==> src/rtl/fetch_pkg.sv <==
// Shared types and constants for the fetch sequencer.
package fetch_pkg;

  typedef enum logic [1:0] {
    BOOT    = 2'd0,
    FETCH   = 2'd1,
    DELIVER = 2'd2,
    HALT    = 2'd3
  } fetch_state_t;

  localparam logic [1:0]  ERR_NONE     = 2'b00;
  localparam logic [1:0]  ERR_MISALIGN = 2'b01;
  localparam logic [1:0]  ERR_TIMEOUT  = 2'b10;

  localparam logic [31:0] PC_STEP = 32'd4;

endpackage

==> src/rtl/next_pc_calc.sv <==
// Next fetch address from the retiring instruction's redirect information.
// Priority: jr, then jump, then taken branch, then sequential.
module next_pc_calc
  import fetch_pkg::*;
(
  input  logic [31:0] instr_pc,
  input  logic        branch_taken,
  input  logic [31:0] branch_offset,
  input  logic        jump,
  input  logic [25:0] jump_index,
  input  logic        jr,
  input  logic [31:0] jr_target,
  output logic [31:0] next_pc,
  output logic        misaligned
);

  logic [31:0] pc4;

  assign pc4 = instr_pc + PC_STEP;

  // Select the redirect target; all arithmetic wraps modulo 2^32.
  always_comb begin
    next_pc = pc4;
    if (jr)
      next_pc = jr_target;
    else if (jump)
      next_pc = {pc4[31:28], jump_index, 2'b00};
    else if (branch_taken)
      next_pc = pc4 + {branch_offset[29:0], 2'b00};
  end

  assign misaligned = (next_pc[1:0] != 2'b00);

endmodule

==> src/rtl/fetch_sequencer.sv <==
// Sequenced fetch engine: drives the imem request/ack handshake, holds each
// fetched instruction for decode and resolves the next PC at retire.
//
// state   | meaning
// BOOT    | first cycle after reset, load start_pc
// FETCH   | imem_req high, waiting for imem_ack (timeout watched)
// DELIVER | instruction held for decode until instr_ready
// HALT    | sticky error, left only through reset
module fetch_sequencer
  import fetch_pkg::*;
#(
  parameter int TIMEOUT_CYCLES = 255
) (
  input  logic        clk,
  input  logic        reset,
  input  logic [31:0] start_pc,
  output logic        imem_req,
  output logic [31:0] imem_addr,
  input  logic        imem_ack,
  input  logic [31:0] imem_rdata,
  output logic        instr_valid,
  output logic [31:0] instr,
  output logic [31:0] instr_pc,
  input  logic        instr_ready,
  input  logic        branch_taken,
  input  logic [31:0] branch_offset,
  input  logic        jump,
  input  logic [25:0] jump_index,
  input  logic        jr,
  input  logic [31:0] jr_target,
  input  logic        flush,
  input  logic [31:0] flush_pc,
  output logic        error,
  output logic [1:0]  error_code,
  output logic [31:0] retire_count
);

  localparam logic [7:0] TMO_LIMIT = 8'(TIMEOUT_CYCLES);

  fetch_state_t state;
  logic [31:0]  pc;
  logic [7:0]   tmo_cnt;
  logic [7:0]   tmo_next;
  logic [31:0]  next_pc;
  logic         next_misaligned;

  assign imem_addr = pc;
  assign tmo_next  = tmo_cnt + 8'd1;

  next_pc_calc u_next_pc (
    .instr_pc      (instr_pc),
    .branch_taken  (branch_taken),
    .branch_offset (branch_offset),
    .jump          (jump),
    .jump_index    (jump_index),
    .jr            (jr),
    .jr_target     (jr_target),
    .next_pc       (next_pc),
    .misaligned    (next_misaligned)
  );

  // Sequencer FSM with registered handshake and error outputs.
  always_ff @(posedge clk or posedge reset) begin
    if (reset) begin
      state        <= BOOT;
      pc           <= '0;
      instr        <= '0;
      instr_pc     <= '0;
      imem_req     <= 1'b0;
      instr_valid  <= 1'b0;
      error        <= 1'b0;
      error_code   <= ERR_NONE;
      retire_count <= '0;
      tmo_cnt      <= '0;
    end else if (flush && (state == FETCH || state == DELIVER)) begin
      // A flush wins over a same-cycle ack or retire.
      instr_valid <= 1'b0;
      tmo_cnt     <= '0;
      if (flush_pc[1:0] != 2'b00) begin
        imem_req   <= 1'b0;
        error      <= 1'b1;
        error_code <= ERR_MISALIGN;
        state      <= HALT;
      end else begin
        pc       <= flush_pc;
        imem_req <= 1'b1;
        state    <= FETCH;
      end
    end else begin
      case (state)
        BOOT: begin
          pc <= start_pc;
          if (start_pc[1:0] != 2'b00) begin
            error      <= 1'b1;
            error_code <= ERR_MISALIGN;
            state      <= HALT;
          end else begin
            imem_req <= 1'b1;
            state    <= FETCH;
          end
        end
        FETCH: begin
          if (imem_ack) begin
            instr       <= imem_rdata;
            instr_pc    <= pc;
            tmo_cnt     <= '0;
            imem_req    <= 1'b0;
            instr_valid <= 1'b1;
            state       <= DELIVER;
          end else begin
            tmo_cnt <= tmo_next;
            if (tmo_next == TMO_LIMIT) begin
              imem_req   <= 1'b0;
              error      <= 1'b1;
              error_code <= ERR_TIMEOUT;
              state      <= HALT;
            end
          end
        end
        DELIVER: begin
          if (instr_ready) begin
            retire_count <= retire_count + 32'd1;
            instr_valid  <= 1'b0;
            if (next_misaligned) begin
              error      <= 1'b1;
              error_code <= ERR_MISALIGN;
              state      <= HALT;
            end else begin
              pc       <= next_pc;
              imem_req <= 1'b1;
              state    <= FETCH;
            end
          end
        end
        HALT: begin
          imem_req    <= 1'b0;
          instr_valid <= 1'b0;
          error       <= 1'b1;
        end
      endcase
    end
  end

endmodule
==> config.mk <==
export PLATFORM = sky130hd
export DESIGN_NAME = fetch_sequencer
export DESIGN_NICKNAME = d
export VERILOG_FILES = /design/src/rtl/fetch_pkg.sv /design/src/rtl/next_pc_calc.sv /design/src/rtl/fetch_sequencer.sv
export SDC_FILE = /design/constraint.sdc
export NUM_CORES = 1
export LEC_CHECK = 0
export CAP_MARGIN = 20
export CELL_PAD_IN_SITES_DETAIL_PLACEMENT = 1
export CELL_PAD_IN_SITES_GLOBAL_PLACEMENT = 2
export CORE_AREA = 5 5 189 154
export CTS_BUF_LIST = sky130_fd_sc_hd__clkbuf_8
export DETAILED_ROUTE_END_ITERATION = 16
export DIE_AREA = 0 0 194 159
export DONT_BUFFER_PORTS = 1
export MAX_ROUTING_LAYER = met4
export PLACE_DENSITY_LB_ADDON = 0.05
export SYNTH_ARGS = -nofsm -noshare
export SYNTH_HDL_FRONTEND = slang
export SYNTH_SLANG_ARGS = --single-unit
==> constraint.sdc <==
create_clock -name clk -period 4.5 [get_ports clk]
set_input_delay 0.9 -clock clk [delete_from_list [all_inputs] [get_ports clk]]
set_output_delay 0.9 -clock clk [all_outputs]
set_load 0.02 [all_outputs]
==> out/results.ini <==
[timing]
period_needed_ps=4100
hold_violations=0
maxSlewViolCount=0
fin_crit_sh=0.911
fmax_ghz=0.244
setup_viol=0
finalWorstSetupSlack_ps=400
worst_pin_slew_ps=963
slew_headroom=0.358
tns_ps=0
fin_skew_ps=18.2
rsz0062_at_grt=no

[routing]
drtAntennaViolNets=0
drc=0
initialDrtViolationCount=427
viasPerCell=5.64
firstDrtPassIters=5
wl_per_cell_microns=26.9
routed_wl_mm=37.3
dr_total_vias=7821

[finish]
layoutNonFillerInstCount=1386
drive_gt1_frac=0.141
postLayoutCellArea_sq_mm=0.0102
area_delta_synth_final_pct=9.54
num-fill-cells=3099
finalNetCount=1246
layout_commonest_cell=dfrtp_1
mostFrequentLayoutCells=dfrtp_1 (143), nand2_1 (107), nor2_1 (94)

[die]
row_count=54
die_area_sq_mm=0.0308
core_area_sq_mm=0.0270
dieWidth_microns=194
die_h_microns=159
start_util=0.345
ios=327

[hold_path]
hp-class=in -> async

[clock_tree]
tritoncts.num_buffers=17
cts_hold_buf=0
cts_root_buffer=clkbuf_8
htreeDepth=4
clkTransAtPathRegs_ps=110
cts_setup_buffers=0
tritoncts=done
cts_resized=0
clock_latency_ps=480
cts.sinks=143
clockBufferDepth=2

[synth]
yosys.area.top_type=dfrtp_1
ys_seq_area_frac=0.385
synth-edff-count=0
synth_area_leaders=dfrtp_1 (38%), mux2_2 (7.5%), ha_1 (5.9%)
avgSynthCellArea_sq_um=9.19
ys_warn_count=0
synth_flop_cell=dfrtp_1
synth_seq_cells=143
yosysTopAreaCellShare=0.385
postSynthCellCount=1012
synth_area_sq_mm=0.00930
syn-num-nets=1251
synthArstFlopShare=1.00
yosysUniqueCellTypes=70

[global_route]
antenna_found_initial=2
grt_start_max_net_pins=69
grt_pass1_wl_mm=55.9
track_usage=0.243
globalRouteOverflowTotal=0
grt_pass1_vias=8087

[placement]
place_ws_ps=420
gp_congestion=0.875
numPortBuffers=0
dpl.hpwl_mm=29.3
placed_area_sq_mm=0.00975
place_inst=1352

[run_status]
status=complete, no violations

[worst_setup_path]
crit_fanout=6
worstPathArrival_ps=4470
end_kind=flop
start_kind=flop
worstPathRequired_ps=4870
criticalPathCategory=reg -> reg

[power]
vdd_ir_drop_max_mv=0.301
leakagePower_nw=4.32
power_density_mw_per_mm2=711

[run]
maxCapViolCount=0

-- metal layers --
layer	vias up	wire, microns	track usage	part of all wire
li1	3664	-	-	-
met1	3872	17500	0.343	0.47
met2	261	16400	0.355	0.44
met3	24	2920	0.0658	0.078
met4	0	459	0.0466	0.012
met5	-	0	-	0
-- power breakdown --
| part | leakage [nW] | switching (mW) | internal (mW) |
|---|---|---|---|
| Sequential | 1.79 | 1.09 | 1.74 |
| Clock | 0.219 | 0.643 | 0.526 |
| Combinational | 2.31 | 1.91 | 1.34 |
-- logic make-up (layout without fill, tap and decap cells) --
family                   after synthesis  after routing  share of synthesized area
adder cells (fa/ha/maj)               45             45                     0.0614
AO/OA/AOI/OAI                        277            277                      0.204
multiplexers                          65             65                     0.0785
flip-flops                           143            143                      0.385
buffers and inverters                 75             83                     0.0345
XOR/XNOR                              87             87                     0.0820
other                                  0              2                          0
AND/OR/NAND/NOR                      320            320                      0.155
-- cell usage after synthesis (9+ instances only) --
library cell / number
nand4_1: 20
inv_1: 23
dfrtp_1: 143
a211oi_1: 14
xor2_1: 33
nand3_1: 34
xnor2_1: 54
a21o_1: 18
a221o_1: 9
ha_1: 44
o211ai_1: 20
a21oi_1: 68
nand2_1: 107
nor2_1: 94
mux2_2: 62
a221oi_1: 13
and3_1: 13
clkbuf_1: 44
nor3_1: 23
o21ai_0: 65
-- layout make-up --
class                      count  area [sq um]  share of cell area
inverter                      24          93.8             0.00921
clock inverter                15           190              0.0187
tap                          364           455              0.0447
multi-input combinational    794          5410               0.531
timing repair buffer          27           215              0.0211
antenna                        2          5.00            0.000491
clock buffer                  17           234              0.0230
sequential                   143          3580               0.351
-- worst paths after layout --
path | cells after the start | slack, ps | from | endpoint
hold reg to reg | 1 | 530 | tmo_cnt[5] | tmo_cnt[5]
max in group asynchronous | 2 | 3080 | reset | error_code[0]
hold / removal | 1 | 450 | reset | instr[0]
min in group clk | 1 | 530 | tmo_cnt[5] | tmo_cnt[5]
setup / recovery | 14 | 400 | instr_pc[6] | imem_addr[26]
setup reg to reg | 14 | 400 | instr_pc[6] | imem_addr[26]
-- sequential cells by signal, summed over array words and instances, names as in the netlist, 2 cells and up --
register	cells
error_code	2
imem_addr	32
retire_count	32
instr	32
state	2
instr_pc	32
tmo_cnt	8
-- critical path: stages (launching register included) --
cell and delay [ps]:
dfrtp_1 580, and4_1 360, nor2b_1 200, nand2_1 90, xnor2_1 220, ha_1 350, a2111oi_0 430, o21ai_1 180
a41oi_2 340, o21ai_2 170, o21ai_2 200, o211ai_1 230, xnor2_1 230, a21oi_1 90, a221o_1 330
-- through the flow --
| stage | utilization | hold slack, ps | total power [mW] |
|---|---|---|---|
| 3_3_place_gp | 0.362 | 505 | 6.06 |
| 4_1_cts | 0.378 | 450 | 7.29 |
| 5_1_grt | 0.378 | 466 | 7.74 |
| 3_5_place_dp | 0.362 | 522 | 6.09 |
| 6_report | 0.378 | 447 | 7.24 |
| 2_1_floorplan | - | 472 | 5.01 |
Note: power is estimated with default switching activity, not from simulation.
